File: src/rtl/blit_pkg.sv
// ============================================================================
// Module      : blit_pkg
// Description : Shared types and default geometry for the sprite blitter.
// Revision    : 1.0 - initial release
// ============================================================================
`default_nettype none

package blit_pkg;

    typedef enum logic [1:0] {
        IDLE  = 2'd0,
        RUN   = 2'd1,
        DRAIN = 2'd2,
        DONE  = 2'd3
    } blit_state_t;

    localparam int SPR_W_DEFAULT = 50;
    localparam int SPR_H_DEFAULT = 64;
    localparam int FB_W_DEFAULT  = 320;
    localparam int FB_H_DEFAULT  = 240;
    localparam int DRAIN_CYCLES  = 2;

endpackage

`default_nettype wire

File: src/rtl/blit_dest_calc.sv
// ============================================================================
// Module      : blit_dest_calc
// Description : Maps a sprite pixel (sx, sy) at (pos_x, pos_y) to a frame
//               buffer address, with optional mirroring and bounds flag.
// Revision    : 1.0 - initial release
// ============================================================================
`default_nettype none

module blit_dest_calc #(
    parameter int SPR_W = 50,
    parameter int SX_W  = 6,
    parameter int SY_W  = 6,
    parameter int FB_W  = 320,
    parameter int FB_H  = 240,
    parameter int FB_AW = 17
) (
    input  logic [9:0]       pos_x,
    input  logic [9:0]       pos_y,
    input  logic [SX_W-1:0]  sx,
    input  logic [SY_W-1:0]  sy,
    input  logic             flip,
    output logic [FB_AW-1:0] fb_addr,
    output logic             in_bounds
);

    localparam logic [10:0] c_SPR_W_M1 = 11'(SPR_W - 1);

    logic [10:0] w_dx;
    logic [10:0] w_fx;
    logic [10:0] w_fy;

    // 11-bit coordinates so a sprite hanging past the right/bottom edge
    // cannot wrap back into the visible area.
    always_comb begin
        w_dx      = flip ? (c_SPR_W_M1 - 11'(sx)) : 11'(sx);
        w_fx      = {1'b0, pos_x} + w_dx;
        w_fy      = {1'b0, pos_y} + 11'(sy);
        in_bounds = (w_fx < 11'(FB_W)) && (w_fy < 11'(FB_H));
        fb_addr   = FB_AW'(w_fy) * FB_AW'(FB_W) + FB_AW'(w_fx);
    end

endmodule

`default_nettype wire

File: src/rtl/sprite_blitter.sv
// ============================================================================
// Module      : sprite_blitter
// Description : Copies one palette-indexed sprite from ROM into the frame
//               buffer with mirroring and clipping. Optional macro
//               BLIT_TRANSPARENCY_EN skips pixels equal to TRANSP_IDX.
// Revision    : 1.0 - initial release
// ============================================================================
`default_nettype none

module sprite_blitter
    import blit_pkg::*;
#(
    parameter int SPR_W      = SPR_W_DEFAULT,
    parameter int SPR_H      = SPR_H_DEFAULT,
    parameter int SROM_AW    = 12,
    parameter int FB_W       = FB_W_DEFAULT,
    parameter int FB_H       = FB_H_DEFAULT,
    parameter int FB_AW      = 17,
    parameter int IDX_W      = 3,
    parameter int TRANSP_IDX = 0
) (
    input  logic               vga_clk,
    input  logic               reset,
    input  logic               start,
    input  logic [9:0]         pos_x,
    input  logic [9:0]         pos_y,
    input  logic               flip_x,
    output logic               busy,
    output logic               done,
    output logic [SROM_AW-1:0] srom_addr,
    input  logic [IDX_W-1:0]   srom_q,
    output logic               fb_we,
    output logic [FB_AW-1:0]   fb_addr,
    output logic [IDX_W-1:0]   fb_wdata
);

    localparam int                 c_SX_W      = $clog2(SPR_W);
    localparam int                 c_SY_W      = $clog2(SPR_H);
    localparam int                 c_DR_W      = $clog2(DRAIN_CYCLES);
    localparam logic [SROM_AW-1:0] c_LAST_ADDR = SROM_AW'(SPR_W * SPR_H - 1);
    localparam logic [c_SX_W-1:0]  c_SX_LAST   = c_SX_W'(SPR_W - 1);
    localparam logic [c_DR_W-1:0]  c_DR_LAST   = c_DR_W'(DRAIN_CYCLES - 1);
`ifdef BLIT_TRANSPARENCY_EN
    localparam bit                 c_TRANSP_EN = 1'b1;
`else
    localparam bit                 c_TRANSP_EN = 1'b0;
`endif

    blit_state_t        r_state;
    blit_state_t        w_next;
    logic [9:0]         r_pos_x;
    logic [9:0]         r_pos_y;
    logic               r_flip;
    logic [c_SX_W-1:0]  r_sx;
    logic [c_SY_W-1:0]  r_sy;
    logic [c_DR_W-1:0]  r_drain_cnt;
    logic               r_s1_valid;
    logic [c_SX_W-1:0]  r_s1_sx;
    logic [c_SY_W-1:0]  r_s1_sy;
    logic [FB_AW-1:0]   w_dest_addr;
    logic               w_in_bounds;
    logic               w_opaque;
    logic               w_write;

    always_ff @(posedge vga_clk or posedge reset) begin
        if (reset) r_state <= IDLE;
        else       r_state <= w_next;
    end

    always_comb begin
        w_next = r_state;
        case (r_state)
            IDLE:    if (start) w_next = RUN;
            RUN:     if (srom_addr == c_LAST_ADDR) w_next = DRAIN;
            DRAIN:   if (r_drain_cnt == c_DR_LAST) w_next = DONE;
            DONE:    w_next = IDLE;
            default: w_next = IDLE;
        endcase
    end

    always_comb begin
        busy = 1'b0;
        done = 1'b0;
        case (r_state)
            RUN, DRAIN: busy = 1'b1;
            DONE:       done = 1'b1;
            default:    ;
        endcase
    end

    // Read-side counters: linear ROM address plus its (sx, sy) decomposition.
    always_ff @(posedge vga_clk or posedge reset) begin
        if (reset) begin
            srom_addr   <= '0;
            r_sx        <= '0;
            r_sy        <= '0;
            r_pos_x     <= '0;
            r_pos_y     <= '0;
            r_flip      <= 1'b0;
            r_drain_cnt <= '0;
        end else begin
            case (r_state)
                IDLE: begin
                    if (start) begin
                        r_pos_x     <= pos_x;
                        r_pos_y     <= pos_y;
                        r_flip      <= flip_x;
                        srom_addr   <= '0;
                        r_sx        <= '0;
                        r_sy        <= '0;
                        r_drain_cnt <= '0;
                    end
                end
                RUN: begin
                    if (srom_addr != c_LAST_ADDR) srom_addr <= srom_addr + SROM_AW'(1);
                    if (r_sx == c_SX_LAST) begin
                        r_sx <= '0;
                        r_sy <= r_sy + c_SY_W'(1);
                    end else begin
                        r_sx <= r_sx + c_SX_W'(1);
                    end
                end
                DRAIN:   r_drain_cnt <= r_drain_cnt + c_DR_W'(1);
                default: ;
            endcase
        end
    end

    // Stage 1 lines up with srom_q, which arrives one cycle after its address.
    always_ff @(posedge vga_clk or posedge reset) begin
        if (reset) begin
            r_s1_valid <= 1'b0;
            r_s1_sx    <= '0;
            r_s1_sy    <= '0;
        end else begin
            r_s1_valid <= (r_state == RUN);
            r_s1_sx    <= r_sx;
            r_s1_sy    <= r_sy;
        end
    end

    blit_dest_calc #(
        .SPR_W (SPR_W),
        .SX_W  (c_SX_W),
        .SY_W  (c_SY_W),
        .FB_W  (FB_W),
        .FB_H  (FB_H),
        .FB_AW (FB_AW)
    ) u_dest (
        .pos_x     (r_pos_x),
        .pos_y     (r_pos_y),
        .sx        (r_s1_sx),
        .sy        (r_s1_sy),
        .flip      (r_flip),
        .fb_addr   (w_dest_addr),
        .in_bounds (w_in_bounds)
    );

    assign w_opaque = !c_TRANSP_EN || (srom_q != IDX_W'(TRANSP_IDX));
    assign w_write  = r_s1_valid && w_in_bounds && w_opaque;

    // Address and data only move on a real write so skipped pixels leave them stable.
    always_ff @(posedge vga_clk or posedge reset) begin
        if (reset) begin
            fb_we    <= 1'b0;
            fb_addr  <= '0;
            fb_wdata <= '0;
        end else begin
            fb_we <= w_write;
            if (w_write) begin
                fb_addr  <= w_dest_addr;
                fb_wdata <= srom_q;
            end
        end
    end

endmodule

`default_nettype wire

File: config.mk
export PLATFORM = sky130hd
export DESIGN_NAME = sprite_blitter
export DESIGN_NICKNAME = d
export VERILOG_FILES = /design/src/rtl/blit_pkg.sv /design/src/rtl/blit_dest_calc.sv /design/src/rtl/sprite_blitter.sv
export SDC_FILE = /design/constraint.sdc
export NUM_CORES = 1
export LEC_CHECK = 0
export ABC_AREA = 1
export ABC_CLOCK_PERIOD_IN_PS = 4000
export CORE_MARGIN = 10
export CORE_UTILIZATION = 50
export DETAILED_ROUTE_END_ITERATION = 12
export GPL_TIMING_DRIVEN = 0
export HOLD_SLACK_MARGIN = 0.06
export PLACE_DENSITY = 0.74
export SETUP_SLACK_MARGIN = 0.5
export SKIP_LAST_GASP = 1
export SLEW_MARGIN = 40
export SYNTH_ARGS = -nofsm -noshare
export SYNTH_HDL_FRONTEND = slang
export SYNTH_HIERARCHICAL = 1
export SYNTH_SLANG_ARGS = --single-unit
File: constraint.sdc
create_clock -name vga_clk -period 4 [get_ports vga_clk]
set_input_delay 0.8 -clock vga_clk [delete_from_list [all_inputs] [get_ports vga_clk]]
set_output_delay 0.8 -clock vga_clk [all_outputs]
set_load 0.01 [all_outputs]
# Yosys cells after proc, flatten, opt, wreduce, memory -nomap -nowiden
# Index checks and enable logic that the tools add are counted.
# word_totals
register_bits,82
in_bits,27
elab_cells,65
# classes
addsub,8
n_mul,1
n_lt_le_gt_ge,2
eq_ne,11
n_mux,17
reduce_logical,12
# op_table
cell,count
two-way mux 12 bit,2
case mux 12 bit (2 select lines),1
case mux 6 bit (2 select lines),2
two-way mux 6 bit,3
adder 17 x 11 -> 17 bit,1
"adder 12 x 1 -> 12 bit, second input constant",1
"adder 6 x 1 -> 6 bit, second input constant",2
"== test 12 bit, second input constant",1
"inequality test 12 bit, second input constant",1
adder 10 x 11 -> 11 bit,1
adder 10 x 6 -> 11 bit,1
"< comparator 11 x 8 -> 1 bit, second input constant",1
"< comparator 11 x 9 -> 1 bit, second input constant",1
"multiplier 11 x 3 -> 11 bit, second input constant",1
two-way mux 11 bit,1
"inequality test 2 bit, second input constant",5
AND reduction 3 bit,3
case mux 2 bit (4 select lines),1
"subtractor 6 x 6 -> 7 bit, first input constant",1
"== test 6 bit, second input constant",1
two-way mux 2 bit,3
AND reduction 2 bit,3
"== test 2 bit, second input constant",2
nonzero test 2 bit,2
other kinds (7),10

# Depth between registers and ports, before layout
# Gate-level depths: netlist of the first run.
# depth
word_depth,6
depth_mapped,28
ltp_nobuf,28

# By module
# Netlist of the first run, hierarchy kept.
# by_module_without_submodules
mod,instances,cells_per_inst,area_each_um2,seq_area_each_um2
sprite_blitter,1,412,3533.4,2052.0
blit_dest_calc,1,291,1838.0,0.0

# Least setup slack after synthesis of the first run
# OpenSTA, ideal clock, no wires.
# synth_timing
path_kind,reg-to-reg
startpoint,register r_s1_sx[1]
endpoint,register fb_addr[14]
t_arrival_ns,3.372
t_required_ns,3.883
setup_slack_ns,0.511
stages_incl_launch_ff,26
path_cell_list,dfrtp_1 -> inv_1 -> ha_1 -> or2_2 -> nand3_1 -> o21ai_0 -> ha_1 -> nand2_1 -> nand2_2 -> nand2_2 -> nand2_2 -> a21oi_2 -> xor2_1 -> inv_1 -> ha_1 -> fa_1 -> nand2_1 -> nand2_1 -> a21oi_1 -> nor2_1 -> nand3_2 -> nand2_2 -> nand3_1 -> nand2_1 -> nand2_1 -> nand2_1
# synth_between
elab_cells_between_ends,7
cone_classes,add/sub: 3; order compare: 1; mux: 1; reduce/logical: 2
# synth_rtl
element,line,text
"start, declared",sprite_blitter.sv:58,logic [c_SX_W-1:0] r_s1_sx;
"start signal, assigned",sprite_blitter.sv:137,r_s1_sx <= r_sx;
subtractor 6 x 6 -> 7 bit,blit_dest_calc.sv:35,w_dx = flip ? (c_SPR_W_M1 - 11'(sx)) : 11'(sx);
two-way mux 11 bit (*),blit_dest_calc.sv:35,
adder 10 x 11 -> 11 bit (*),blit_dest_calc.sv:36,"w_fx = {1'b0, pos_x} + w_dx;"
adder 17 x 11 -> 17 bit (*),blit_dest_calc.sv:39,fb_addr = FB_AW'(w_fy) * FB_AW'(FB_W) + FB_AW'(w_fx);
named net w_dest_addr[14],sprite_blitter.sv:60,logic [FB_AW-1:0] w_dest_addr;
"end signal, assigned",sprite_blitter.sv:171,fb_addr <= w_dest_addr;
"end, declared",sprite_blitter.sv:33,"output logic [FB_AW-1:0] fb_addr,"
# Mark *: on every way through the listed nets, which the timed path passes. The rest lies on a longest branch.
# A chain may end at the register's enable or synchronous reset.

# Worst setup path in the final report of the first run
# layout_timing
startpoint,register r_s1_sx[2]
endpoint,register fb_addr[16]
# The elaborated chain is that of the path after synthesis.

==> out/results.txt, run 1 <==
status: finished clean
post-synthesis mux area share: 0
largest net degree at the start of global routing: 56
max incr delay on CP: 0.38 ns
startpoint types: flip-flop
Worst-path clk slew: 0.09 ns
Worst-Skew Late Latency: 0.36 ns
Setup-failing EPs final: 0
CP top delay family: simple AND/OR/NAND/NOR gates
Critical Path RT: 4.30 ns
commonest non-fill, non-tap cells in the layout: nand2_1 (262), dfrtp_1 (82), inv_1 (66), clkdlybuf4s50_1 (61), nand3_1 (39)
Hold-fix buffers, CTS: 0
routability congestion estimate: 0.884
Detailed Route WL: 13400 um
total iterations of the first detailed-routing run: 4
Die ar.: 15300 um^2
DRT iter0 DRCs: 252
global route total overflow: 0
Mapped Area: 5370 um^2
Synth Area in XOR/XNOR: 0.0422
hold_ws: 0.415 ns
Yosys cell types: 38
unrepaired setup endpoints after global routing: no
WL/cell: 14.3 um
num ports: 62
Tmin final: 3.36 ns
total power: 5.86 mW
Lkg Pwr: 3.53 nW
final hold vios: 0
share of cells above drive strength 1: 0.185
H-tree levels: 3
Final WS setup: 0.637 ns
ANT nets after route: 0
switching power total: 2.75 mW
clock skew: 0.00810 ns
Core Rows: 37
CP bufs+invs: 3
cell depth of the worst hold path: 0
post-synthesis simple-gate area fraction: 0.321
fin. max-slew vios: 0
Mean Syn Cell Area: 7.64 um^2
combinational fraction of design power: 0.682
Inserted Diodes: 0
core area: 10400 um^2
initial core utilization: 0.516
Max Fanout on Critical Path: 5
Slew HR: 0.660
Worst-Margin Slew: 0.509 ns
vias in the first global route: 4779
FF+latch count, synth: 82
clock share of power: 0.099
P&R area growth vs syn: 29.1%
Synth Area in Compound Gates: 0.0664
CTS tree: yes
post-route insts no fill: 940
fin crit share: 0.841
clk sinks: 82
internal power: 3.11 mW
Post-DP Area: 6180 um^2
Placed Instances: 901
R2R Path End: fb_addr[16]$_DFFE_PP0P_
Num CTS Buffers: 9
detailed-route via count: 4799
critical path class: flip-flop to flip-flop
max_cap viols: 0
CP dominant cell by count: nand2_1
reg2reg path depth: 27
final core utilization: 0.666
Worst Setup SP: r_s1_sx[2]$_DFF_PP0_
nets: 876
WP data arrival: 3.66 ns
Die Height: 124 um
Total Routing Usage GR: 0.166
Synth Instances: 703
Max Root-Sink Buffers: 2
drt drc: 0
initial antenna violation count: 0
Place WS: 0.133 ns
CP endpoint kind: flip-flop
Die W: 124 um
Flop pwr share: 0.219
Critical Path Slowest Stage Cell: dfrtp_1
first-pass GRT wire length: 20900 um
Synth Net Count: 780
hold worst-path end: r_s1_sy[3]$_DFF_PP0_
RR Startpoint: r_s1_sx[2]$_DFF_PP0_
reg2reg setup slack: 0.64 ns
Hold/Removal Path Class: flip-flop to flip-flop
commonest non-fill, non-tap cell in the layout: nand2_1
IO buf count: 61
Hold Startpoint: r_sy[3]$_DFFE_PP0P_
Max VDD drop: 0.392 mV
clk root buf: clkbuf_8
detailed placement HPWL: 9400 um
Power Dens Cells: 846 nW/um^2
fmax: 0.297 GHz
Final TNS setup: 0 ns
vias per cell: 5.11
Synth Area in Adders: 0.122
Sw Share: 0.469
Synth Warn #: 6
largest family of logic cells by synthesized area: simple AND/OR/NAND/NOR gates
fin area: 6930 um^2
sequential share of the synthesized area: 0.382
-- cells by family (layout without fill, tap and decap cells) --
family,Yosys count,in the layout
flops,82,82
compound gates,61,61
fa+ha+maj,50,50
buf+inv,90,191
xor+xnor,25,25
simple gates,395,395
-- per-layer routing --
metal / vias to the layer above / track usage / share of wire
met4: 0 / 0.0575 / 0.014
met1: 2268 / 0.188 / 0.40
met3: 16 / 0.0335 / 0.054
li1: 2430 / - / -
met5: - / 0 / 0
met2: 85 / 0.303 / 0.53
-- synth_stat cells --
master    instances  area share
nand2_1         273        0.19
dfrtp_1          82        0.38
inv_1            73       0.051
ha_1             46        0.11
nand3_1          43       0.040
nor2_1           25       0.017
a21oi_1          17       0.016
o21ai_0          15       0.014
xor2_1           15       0.024
nand4_1          14       0.016
o21ai_1          13       0.012
nand2_2          12       0.014
xnor2_1           9       0.015
nand3_2           8       0.015
clkbuf_1          7      0.0049
nor2_2            6      0.0070
or2_2             6      0.0070
buf_2             4      0.0037
fa_1              4       0.015
a21oi_2           3      0.0049
nor2_4            3      0.0063
a21o_1            2      0.0028
a31oi_1           2      0.0023
buf_6             2      0.0042
clkinv_1          2      0.0014
inv_2             2      0.0014
nor3_1            2      0.0019
o211ai_1          2      0.0028
o21bai_1          2      0.0028
a22oi_1           1      0.0014
a31o_2            1      0.0016
nand2_4           1      0.0021
nor3b_1           1      0.0014
o21a_1            1      0.0014
o21ai_4           1      0.0030
o31ai_1           1      0.0014
or2_4             1      0.0016
xor2_2            1      0.0030
-- power by group through the flow --
stage	combinational [mW]	sequential (mW)	clock [mW]
final	4.00	1.28	0.582
after global routing	4.40	1.32	0.631
after CTS	3.38	1.27	0.594
after detailed placement	3.11	1.28	0
after global placement	3.01	1.28	0
after floorplan	2.28	1.29	0
-- state kept, by name (all words and copies together) (netlist names) --
register and cells:
r_state 2, r_s1_sx 6, r_sx 6, r_s1_sy 6, fb_we 1, fb_addr 17, fb_wdata 3, r_sy 6
r_pos_x 10, srom_addr 12, r_flip 1, r_s1_valid 1, r_pos_y 10, r_drain_cnt 1
-- what timing repair did --
item                       in CTS  in global routing
pin swaps                      14                 35
setup buffers                  11                 12
setup endpoints to repair       7                 21
gates resized for setup        16                 62
-- cell type report --
class	count	area, um^2
Fill cell	884	3480
Multi-Input combinational cell	531	3330
Sequential cell	82	2050
Timing Repair Buffer	85	823
Inverter	77	294
Tap cell	136	170
Clock buffer	11	151
Buffer	13	73.8
Clock inverter	5	36.3
-- worst max-delay path by stage --
stage	to	slack [ns]	cells past startpoint
2_1_floorplan	fb_addr[14]$_DFFE_PP0P_	0.51	25
4_1_cts	fb_addr[16]$_DFFE_PP0P_	0.50	27
5_1_grt	fb_addr[16]$_DFFE_PP0P_	0.43	26
6_report	fb_addr[16]$_DFFE_PP0P_	0.64	27
3_5_place_dp	fb_addr[16]$_DFFE_PP0P_	0.13	25
3_3_place_gp	fb_addr[14]$_DFFE_PP0P_	-0.14	2
No activity file was read; power rests on OpenSTA's default activity.
==> run 2: changes to the inputs <==
ABC_CLOCK_PERIOD_IN_PS = 2830   (was 4000)
PLACE_DENSITY = 0.77   (was 0.74)
clock period = 2.83 ns   (was 4 ns; I/O delays follow)
==> run 2 against run 1 <==
The run now ends with setup timing left; clock power increased by 62%; critical endpoint is now fb_addr[13]$_DFFE_PP0P_; register-to-register slack got worse by 1.3 ns; highest routed layer unchanged; critical path depth increased by 1; largest power group unchanged; total power increased by 55%.
==> out/results.txt, run 2 (synthesized netlist as in run 1, its figures left out) <==
status: finished with violations
violated checks: setup timing
Most flops, register: fb_addr
commonest non-fill, non-tap cell in the layout: nand2_1
WL/cell: 14.6 um
core area: 10400 um^2
max_cap viols: 0
unrepaired setup endpoints after global routing: yes
Setup-failing EPs final: 21
Hold/Removal Path Class: flip-flop to flip-flop
P&R area growth vs syn: 35.6%
CP top delay family: simple AND/OR/NAND/NOR gates
Core Rows: 37
WP data arrival: 3.73 ns
Max Fanout on Critical Path: 5
IO buf count: 61
first-pass GRT wire length: 22000 um
detailed placement HPWL: 9390 um
vias in the first global route: 4820
Total Routing Usage GR: 0.176
largest net degree at the start of global routing: 28
total power: 9.07 mW
Worst-path clk slew: 0.09 ns
Tmin final: 3.49 ns
CP endpoint kind: flip-flop
clk sinks: 82
DRT iter0 DRCs: 295
routability congestion estimate: 0.886
vias per cell: 5.22
Hold-fix buffers, CTS: 0
commonest non-fill, non-tap cells in the layout: nand2_1 (237), dfrtp_1 (82), inv_1 (64), clkdlybuf4s50_1 (60), nand2_2 (38)
Critical Path Slowest Stage Cell: dfrtp_1
max reg flops: 17
Die W: 124 um
Num CTS Buffers: 9
Worst-Skew Late Latency: 0.35 ns
CP bufs+invs: 3
ANT nets after route: 0
max incr delay on CP: 0.38 ns
Power Dens Cells: 1250 nW/um^2
Slew HR: 0.633
Max VDD drop: 0.752 mV
startpoint types: flip-flop
Lkg Pwr: 3.69 nW
Top Registers: fb_addr (17), srom_addr (12)
Critical Path RT: 3.08 ns
fmax: 0.287 GHz
nets: 889
Die Height: 124 um
fill count: 781
final hold vios: 0
Final TNS setup: -11.14 ns
share of cells above drive strength 1: 0.241
critical path class: flip-flop to flip-flop
Detailed Route WL: 13900 um
total iterations of the first detailed-routing run: 5
fin crit share: 1.23
initial antenna violation count: 0
global route total overflow: 0
H-tree levels: 3
Max Root-Sink Buffers: 2
num ports: 62
detailed-route via count: 4973
Worst-Margin Slew: 0.550 ns
drt drc: 0
Inserted Diodes: 0
initial core utilization: 0.516
Die ar.: 15300 um^2
clk root buf: clkbuf_8
CTS tree: yes
fin. max-slew vios: 0
clock skew: 0.0122 ns
Final WS setup: -0.656 ns
## run 2: changes by cell type in the layout (fill, tap and decap cells not counted), moves of 3 or more
cell | before | now
buf_6 | 2 | 10
buf_8 | 0 | 4
nand2_4 | 7 | 11
nor2_2 | 5 | 8
clkbuf_2 | 4 | 0
nand2_1 | 262 | 237
nand2_2 | 17 | 38
xor2_2 | 2 | 5
## run 2: worst paths after layout
kind | start | endpoint | slack (ns) | cells after the start
hold / removal | r_sx[5]$_DFFE_PP0P_ | r_s1_sx[5]$_DFF_PP0_ | 0.42 | 0
setup reg to reg | r_s1_sx[2]$_DFF_PP0_ | fb_addr[13]$_DFFE_PP0P_ | -0.66 | 28
hold reg to reg | r_sx[5]$_DFFE_PP0P_ | r_s1_sx[5]$_DFF_PP0_ | 0.42 | 0
min in group asynchronous | reset | r_sx[2]$_DFFE_PP0P_ | 0.59 | 2
max in group asynchronous | reset | r_pos_y[8]$_DFFE_PP0P_ | 1.60 | 4
setup / recovery | r_s1_sx[2]$_DFF_PP0_ | fb_addr[13]$_DFFE_PP0P_ | -0.66 | 28
## run 2: cell type report
type,instances,area [um^2],share of cell area
buffer,13,115,0.0158
tap,136,170,0.0234
clock inverter,4,56.3,0.00773
sequential,82,2050,0.282
timing repair buffer,98,998,0.137
clock buffer,12,165,0.0227
multi-input combinational,531,3430,0.471
inverter,77,298,0.0409
## run 2: routing by layer
metal	wire length, um	GRT usage	vias up
met5	0	0	-
met1	5510	0.197	2348
li1	-	-	2456
met2	7290	0.325	142
met4	245	0.0444	0
met3	832	0.0430	27
## run 2: repair_timing
| item | CTS | global route |
|---|---|---|
| pin swaps | 25 | 38 |
| setup buffers | 20 | 12 |
| cloned | 1 | 1 |
| resized for setup | 31 | 76 |
| setup endpoints to repair | 21 | 22 |
| endpoints found under the hold margin | 0 | 0 |
## run 2: stage by stage
step	util	cell area, um^2	worst slack (ns)	cells	hold slack (ns)
after CTS	0.659	6870	-0.499	940	0.415
final	0.699	7280	-0.656	953	0.421
after global routing	0.699	7280	-0.845	953	0.436
after detailed placement	0.611	6370	-0.788	903	0.395
after floorplan	-	5510	-0.425	703	0.374
after global placement	0.604	6290	-0.695	900	0.396
## run 2: power by group
group	leakage (nW)	internal, mW	switching, mW	total [mW]
registers	1.08	1.53	0.277	1.81
clock network	0.113	0.487	0.454	0.941
logic	2.50	2.86	3.46	6.32
